## config.mk

```make
export PLATFORM = sky130hd
export DESIGN_NAME = cla8_launch_capture
export DESIGN_NICKNAME = d
export VERILOG_FILES = /design/src/rtl/cla8_pkg.sv /design/src/rtl/cla8_launch_capture_settle_timer.sv /design/src/rtl/cla8_launch_capture.sv
export SDC_FILE = /design/constraint.sdc
export NUM_CORES = 1
export LEC_CHECK = 0
export CORE_MARGIN = 8
export CORE_UTILIZATION = 51
export CTS_CLUSTER_SIZE = 14
export DETAILED_ROUTE_END_ITERATION = 10
export PLACE_DENSITY_LB_ADDON = 0.12
export SLEW_MARGIN = 20
export SYNTH_ARGS = -nofsm -noshare
export SYNTH_HDL_FRONTEND = slang
export SYNTH_HIERARCHICAL = 1
export SYNTH_SLANG_ARGS = --single-unit
```

## constraint.sdc

```tcl
create_clock -name clk -period 5.1 [get_ports clk]
set_input_delay 1.02 -clock clk [delete_from_list [all_inputs] [get_ports clk]]
set_output_delay 1.02 -clock clk [all_outputs]
set_load 0.01 [all_outputs]
```

## src/rtl/cla8_pkg.sv

```systemverilog
// Shared types and defaults for the CLA launch/capture harness.
package cla8_pkg;

  localparam int unsigned CLA_WIDTH      = 8;
  localparam int unsigned DEFAULT_SETTLE = 4;

  // Controller phases: waiting for operands, waiting for gate settle, presenting result.
  typedef enum logic [1:0] {
    IDLE   = 2'd0,
    SETTLE = 2'd1,
    HOLD   = 2'd2
  } state_t;

  // Behavioural golden result: {carry, sum}.
  typedef logic [CLA_WIDTH:0] golden_t;

endpackage

```

## src/rtl/cla8_launch_capture_settle_timer.sv

```systemverilog
// Loadable down-counter; done is high while the count sits at zero.
module settle_timer #(
  parameter int unsigned SETTLE_CYCLES = 4
) (
  input  logic clk,
  input  logic rst,
  input  logic load,
  input  logic en,
  output logic done
);

  localparam int unsigned CW = ($clog2(SETTLE_CYCLES + 1) < 1) ? 1 : $clog2(SETTLE_CYCLES + 1);
  localparam logic [CW-1:0] LOAD_VAL = CW'(SETTLE_CYCLES - 1);

  logic [CW-1:0] count;

  // Load on launch, then count down to zero while enabled.
  always_ff @(posedge clk) begin
    if (rst) begin
      count <= '0;
    end else if (load) begin
      count <= LOAD_VAL;
    end else if (en && (count != '0)) begin
      count <= count - CW'(1);
    end
  end

  assign done = (count == '0);

endmodule

```

## src/rtl/cla8_launch_capture.sv

```systemverilog
// Launches operands onto an external delay-annotated CLA, waits a fixed
// settle time, captures the result and checks it against a golden sum.
module cla8_launch_capture
  import cla8_pkg::*;
#(
  parameter int unsigned WIDTH         = CLA_WIDTH,
  parameter int unsigned SETTLE_CYCLES = DEFAULT_SETTLE,
  parameter int unsigned ERR_CNT_W     = 8
) (
  input  logic                 clk,
  input  logic                 rst,
  input  logic                 in_valid,
  output logic                 in_ready,
  input  logic [WIDTH-1:0]     in_a,
  input  logic [WIDTH-1:0]     in_b,
  input  logic                 in_cin,
  output logic [WIDTH-1:0]     cla_a,
  output logic [WIDTH-1:0]     cla_b,
  output logic                 cla_cin,
  input  logic [WIDTH-1:0]     cla_sum,
  input  logic                 cla_cout,
  output logic                 out_valid,
  input  logic                 out_ready,
  output logic [WIDTH-1:0]     out_sum,
  output logic                 out_cout,
  output logic                 out_err,
  output logic [ERR_CNT_W-1:0] err_count
);

  state_t         state;
  logic [WIDTH:0] golden;
  logic           timer_load;
  logic           timer_en;
  logic           timer_done;
  logic           mismatch;

  assign in_ready   = (state == IDLE);
  assign timer_load = (state == IDLE) && in_valid;
  assign timer_en   = (state == SETTLE);
  assign mismatch   = ({cla_cout, cla_sum} != golden);

  settle_timer #(
    .SETTLE_CYCLES(SETTLE_CYCLES)
  ) u_timer (
    .clk  (clk),
    .rst  (rst),
    .load (timer_load),
    .en   (timer_en),
    .done (timer_done)
  );

  // Handshake FSM with launch, capture/check and result hold.
  always_ff @(posedge clk) begin
    if (rst) begin
      state     <= IDLE;
      cla_a     <= '0;
      cla_b     <= '0;
      cla_cin   <= 1'b0;
      golden    <= '0;
      out_valid <= 1'b0;
      out_sum   <= '0;
      out_cout  <= 1'b0;
      out_err   <= 1'b0;
      err_count <= '0;
    end else begin
      case (state)
        IDLE: begin
          if (in_valid) begin
            cla_a   <= in_a;
            cla_b   <= in_b;
            cla_cin <= in_cin;
            golden  <= (WIDTH+1)'(in_a) + (WIDTH+1)'(in_b) + (WIDTH+1)'(in_cin);
            state   <= SETTLE;
          end
        end
        SETTLE: begin
          if (timer_done) begin
            out_sum   <= cla_sum;
            out_cout  <= cla_cout;
            out_err   <= mismatch;
            out_valid <= 1'b1;
            if (mismatch && (err_count != '1)) begin
              err_count <= err_count + ERR_CNT_W'(1);
            end
            state <= HOLD;
          end
        end
        HOLD: begin
          if (out_ready) begin
            out_valid <= 1'b0;
            state     <= IDLE;
          end
        end
        default: state <= IDLE;
      endcase
    end
  end

endmodule

```

; ---- Word level (Yosys, flattened, before mapping)
; Cells that the tools add are included.
[totals]
register_bits = 50
latchBits = 0
ram_bits = 0
mem_bits_ro = 0
output_inout_bits = 37
wordCells = 46
n_memories = 0
[op_classes]
n_addsub = 4
multipliers = 0
div = 0
magnitude_cmp = 0
n_eq_ne = 7
n_shift = 0
mux = 9
bitwise_logic = 0
n_reduce_logical = 14
[op_table]
columns = operator, n
row1 = $mux 2, 5
row2 = $add 8x8->9, 1
row3 = $add 9x1->9, 1
row4 = $ne 9x9->1, 1
row5 = $reduce_and 3->1, 3
row6 = $add 8x1->8 const B, 1
row7 = $ne 8x8->1 const B, 1
row8 = $ne 2x2->1 const B, 3
row9 = $pmux 2 s3, 1
row10 = $reduce_and 2->1, 2
row11 = $reduce_bool 2->1, 2
row12 = $logic_and 1x1->1, 3
row13 = $logic_not 3->1, 1
row14 = $reduce_bool 3->1, 1
row15 = $sub 3x1->3 const B, 1
row16 = $eq 2x1->1 const B, 1
row17 = $eq 2x2->1 const B, 1
row18 = $logic_not 2->1, 1
row19 = $mux 1, 2
row20 = $pmux 1 s2, 1
row21 = $reduce_or 2->1, 1

; ---- Depth between registers and ports, before layout
[logic_depth]
depth_word = 4
ltp_mapped = 8
mapped_depth_nobuf = 8

; ---- Hierarchy
; Netlist, hierarchy kept.
[modules_own_cells]
columns = module, n_inst, cells_per_inst, area_each_um2, seq_area_each_um2
row1 = cla8_launch_capture, 1, 265, 2232.1, 940.9
row2 = settle_timer, 1, 17, 183.9, 60.1

; ---- Worst setup path after synthesis
; Ideal clock, no wire load.
[synth_timing]
kind = input to register
startpoint = in in_a[0]
endpoint = reg golden[8]
arrival_time_ns = 2.630
slack_ns = 2.322
cell_stages = 7
path_buffers = 0
path_cell_list = fa_1 > fa_1 > a21o_1 > a21oi_1 > o21ai_0 > o211ai_1 > a31oi_1
[synth_between]
elab_chain_len = 2
[synth_lines]
columns = item, line
row1 = "start, declared", cla8_launch_capture.sv:14  ; input logic [WIDTH-1:0] in_a,
row2 = $add 8x8->9, cla8_launch_capture.sv:72  ; golden <= (WIDTH+1)'(in_a) + (WIDTH+1)'(in_b) + (WIDTH+1)'(in_cin);
row3 = $add 9x1->9, cla8_launch_capture.sv:72
row4 = "end signal, assigned", cla8_launch_capture.sv:72
row5 = "end, declared", cla8_launch_capture.sv:31  ; logic [WIDTH:0] golden;
; No other way between the ends.
; A chain may end at the register's enable or synchronous reset.

; ---- Worst setup path after layout
[layout_timing]
startpoint = in in_valid
endpoint = reg golden[7]
[layout_between]
elab_chain_len = 1
[layout_lines]
columns = item, line
row1 = "start, declared", cla8_launch_capture.sv:12  ; input logic in_valid,
row2 = $reduce_and 2->1 (no source line), -
; No other way between the ends.

==> flow_results.org <==
** GRT
- In the global route stage, overall resource usage came out at 16.27%.
- The initial antenna violation count was 0.
- The first global-routing pass estimated approximately 9800 µm of wire.
- The total overflow left after global routing is 0.
- Number of global-route vias before repair :: 2,073
- Entering global routing, the biggest net connects 53 pins.

** Clocking
- TritonCTS built the clock tree.
- In this run the clock root is driven by a sky130_fd_sc_hd__clkbuf_8.
- Total number of H-tree levels :: 2
- Counting the buffers created by CTS gives 5.
- Clock latency at the later pin of the worst-skew pair :: ~0.30 ns
- After clock tree synthesis, the setup repair step added 0 buffers.
- The clock passes through at most 2 buffers.
- For this design, the sink count on the clock tree is 50.
- After clock tree synthesis, the repair step resized 0 gates.
- Quantity of hold-fixing buffers added after cts :: 0
- After clock tree synthesis, the clock-pin slew on the worst setup and hold paths is ~0.090 ns.

** Detailed routing
- The first TritonRoute pass finished after 4 iterations.
- Remaining DRCs :: 0
- Detailed-route via count :: between 2k and 2.5k
- After detailed routing, the average wire length per cell comes to roughly 15 µm.
- For this block, the routed nets add up to about 5800 µm of wire.
- Number of vias per cell after detailed routing :: 5.525
- After the first detailed-routing iteration, the DRC count stood at 183.
- The count of nets left with antenna violations once routing finished came out at 0.

** Cells and area
- Final cell count without fillers :: 398
- The post-route netlist has 4.651% of its cells at a drive strength greater than 1.
- After routing the design area is 3194 µm².
- Total number of nets in the final design :: 385
- Summing all multi-input logic gate instances after layout gives 1330 µm².
- Relative to the synthesized area, the layout overhead comes to 32.21%.
- The number of antenna diodes in the final layout is 0.
- # fillers :: 400
- In the final layout, flip-flops and latches occupy 1001 µm².

** Setup path
- At the worst endpoint, the arrival time is 3.33 ns.
- Worst-path maximum fanout :: 33
- The worst setup path is of the input port to register kind.
- The worst setup path is launched from an input port.
- CP max stage delay :: 0.75 ns
- Cell-by-cell trace of the critical path :: clkdlybuf4s50_1, nand2_1, buf_4, clkinv_1, and3_1, a211o_1
- Counting both buffers and inverters, the worst setup path holds a total of 3.
- Cell type of the slowest stage on the worst timing path :: sky130_fd_sc_hd__clkinv_1
- At the worst endpoint, the required time is between 5 and 6 ns.
- Critical Path Sink Type :: register
- CP top delay family :: buffers and inverters

** Synth
- Number of synthesis warnings :: 6
- Synthesis instantiated 50 different standard cells from the library.
- Mean post-synth cell area :: 8.568 µm²
- Post-synthesis instance area :: 2416 µm²
- In this run, synthesis inferred 0 flip-flops with an integrated enable.
- Leading register cell type out of synthesis :: sky130_fd_sc_hd__dfxtp_1
- Post-synth net total :: 324
- In the synthesized netlist the async set-or-reset flop fraction comes to 0%.
- Sequential cells were found to cover 41.43% of the synthesized design area.
- Gate count after technology mapping :: 282
- Synth Register Bits :: 50

** Timing
- Maximum clock skew at final layout :: 0.009033 ns
- Total negative setup slack :: 0 ns
- Setup repair after global routing left no endpoint under its margin.
- Min Clock Period, post-route :: 3.133 ns
- The worst pin sits at a relative slew slack of between 30% and 40%.
- Setup violations remaining at the end of the flow were counted as 0.
- Final count of hold timing violations :: 0
- Crit share post-route :: 61.43%
- The final count of pins violating max slew is 0.
- Across all setup checks in the final design, the least slack found is 1.967 ns.
- Upper clock frequency limit :: 319.2 MHz
- Slew @ Worst Pin :: 0.9679 ns
- The tightest hold path in the finished design has a slack of 0.4557 ns.

** Place
- Routability-driven placement finished with a final weighted congestion of ~0.76.
- In this run the cell area measured after placement is 3088 µm².
- Port buffer count :: 66
- Placed wire-length estimate after detailed placement :: 4226 µm
- Before CTS, the worst setup slack after placement is 1.649 ns.
- Post-placement cell count :: 390

** Power and ir drop
- Summed over all cells, the static leakage comes to 0.001151 µW.
- Maximum VDD drop :: around 0.21 mV
- Power density relative to cell area :: between 200 and 300 nW/µm²

** Floorplan
- I/O pin cnt :: 67
- Row generation in the floorplan step produced 25 rows.
- For this configuration, the core starts out at a cell density of 51.84%.
- Core region area :: 4661 µm²
- In this run the horizontal extent of the chip is roughly 85 µm.
- Die Y :: 84.83 µm
- The die covers 7196 µm².

** Run status
- The run finished with clean final reports.

** Flow run
- Total of max-cap violations :: 0

** Min path
- Type of the tightest min-delay check :: register to register
## cell type report
type / count / share of cell area [%]
Multi-Input combinational cell: 212 / 41.64
Timing Repair Buffer: 67 / 20.76
Clock inverter: 1 / 0.9401
Inverter: 7 / 0.8226
Clock buffer: 7 / 2.389
Tap cell: 54 / 2.115
Sequential cell: 50 / 31.34
## Yosys cell counts (4+ instances only)
library cell	number	area (µm²)
sky130_fd_sc_hd__ha_1	10	125.1
sky130_fd_sc_hd__dfxtp_1	50	1001
sky130_fd_sc_hd__nand2_1	70	262.8
sky130_fd_sc_hd__nor2_1	7	26.28
sky130_fd_sc_hd__or4_1	4	30.03
sky130_fd_sc_hd__inv_1	6	22.52
sky130_fd_sc_hd__xnor2_1	9	78.83
sky130_fd_sc_hd__a21oi_1	38	190.2
sky130_fd_sc_hd__clkbuf_1	8	30.03
sky130_fd_sc_hd__a211oi_1	6	45.04
sky130_fd_sc_hd__o21ai_0	5	25.02
sky130_fd_sc_hd__nor3_1	4	20.02
## cell usage in the layout (no fill, tap or decap), types with 2 or more instances in the layout
cell,synthesis,routed
sky130_fd_sc_hd__nand2_1,70,70
sky130_fd_sc_hd__clkdlybuf4s50_1,0,65
sky130_fd_sc_hd__dfxtp_1,50,50
sky130_fd_sc_hd__nor4_1,3,3
sky130_fd_sc_hd__a21o_1,2,2
sky130_fd_sc_hd__o31ai_1,3,3
sky130_fd_sc_hd__nand3_1,3,3
sky130_fd_sc_hd__a21oi_1,38,38
sky130_fd_sc_hd__a211oi_1,6,6
sky130_fd_sc_hd__nor3_1,4,4
sky130_fd_sc_hd__o21ai_0,5,5
sky130_fd_sc_hd__and3_1,2,2
sky130_fd_sc_hd__a31oi_1,3,3
sky130_fd_sc_hd__nor4bb_1,2,2
sky130_fd_sc_hd__ha_1,10,10
sky130_fd_sc_hd__fa_1,2,2
sky130_fd_sc_hd__nor2b_1,2,2
sky130_fd_sc_hd__inv_1,6,6
sky130_fd_sc_hd__clkbuf_1,8,2
sky130_fd_sc_hd__o21a_1,3,3
sky130_fd_sc_hd__mux2i_1,2,2
sky130_fd_sc_hd__nand4_1,2,2
sky130_fd_sc_hd__or3_1,3,3
sky130_fd_sc_hd__or4_1,4,4
sky130_fd_sc_hd__xnor2_1,9,9
sky130_fd_sc_hd__nor2_1,7,7
sky130_fd_sc_hd__clkbuf_8,0,5
sky130_fd_sc_hd__o211ai_1,2,2
sky130_fd_sc_hd__o311ai_0,2,2
sky130_fd_sc_hd__xor2_1,2,2
sky130_fd_sc_hd__nor4b_1,3,3
sky130_fd_sc_hd__o31a_1,2,2
## report_power, final
group | switching (µW) | internal, µW
combinational | 108 | 106
sequential | 18.8 | 421
clock | 126 | 147
total | 253 | 674
## per-stage QoR
stage,power (µW),utilization [%]
global placement,660.2,66.26
global route,976.3,68.54
floorplan,573.0,-
detailed placement,664.4,66.26
CTS,935.0,68.54
finish,926.8,68.54
## sequential cells by signal, summed over array words and instances (netlist names)
signal,flops
golden,9
out_cout,1
err_count,8
out_err,1
cla_a,8
cla_b,8
out_sum,8
cla_cin,1
state,2
u_timer/count,3
out_valid,1
## worst paths after layout
check | slack, ns | to | start | cells after the start
hold reg to reg | 0.46 | out_sum[3]$_SDFFE_PP0P_ | out_sum[3]$_SDFFE_PP0P_ | 2
setup reg to reg | 2.58 | golden[7]$_SDFFE_PP0P_ | state[0]$_SDFFE_PP0P_ | 6
setup / recovery | 1.97 | golden[7]$_SDFFE_PP0P_ | in_valid | 6
hold / removal | 0.46 | out_sum[3]$_SDFFE_PP0P_ | out_sum[3]$_SDFFE_PP0P_ | 2
## worst register-to-register path, stage by stage, from the launching register on
cell	delay [ns]
sky130_fd_sc_hd__dfxtp_1	0.43
sky130_fd_sc_hd__nor2_1	0.09
sky130_fd_sc_hd__nand2_1	0.07
sky130_fd_sc_hd__buf_4	0.31
sky130_fd_sc_hd__clkinv_1	0.75
sky130_fd_sc_hd__and3_1	0.49
sky130_fd_sc_hd__a211o_1	0.28
## cells by family after synthesis
| family | count (synthesis) | share of synthesized area [%] |
|---|---|---|
| AO/OA/AOI/OAI | 72 | 19.21 |
| XOR/XNOR | 11 | 3.988 |
| adder cells (fa/ha/maj) | 12 | 6.836 |
| buffers and inverters | 20 | 3.521 |
| flip-flops | 50 | 41.43 |
| multiplexers | 3 | 1.295 |
| AND/OR/NAND/NOR | 114 | 23.72 |
## routing by layer
layer / GRT usage [%] / wire length [µm] / vias up
li1: - / - / 1127
met1: 20.01 / 2627 / 1010
met2: 26.13 / 2706 / 60
met3: 5.888 / 405 / 2
met4: 4.369 / 36 / 0
met5: 0 / 0 / -
Power figures use the tool's default switching activity.
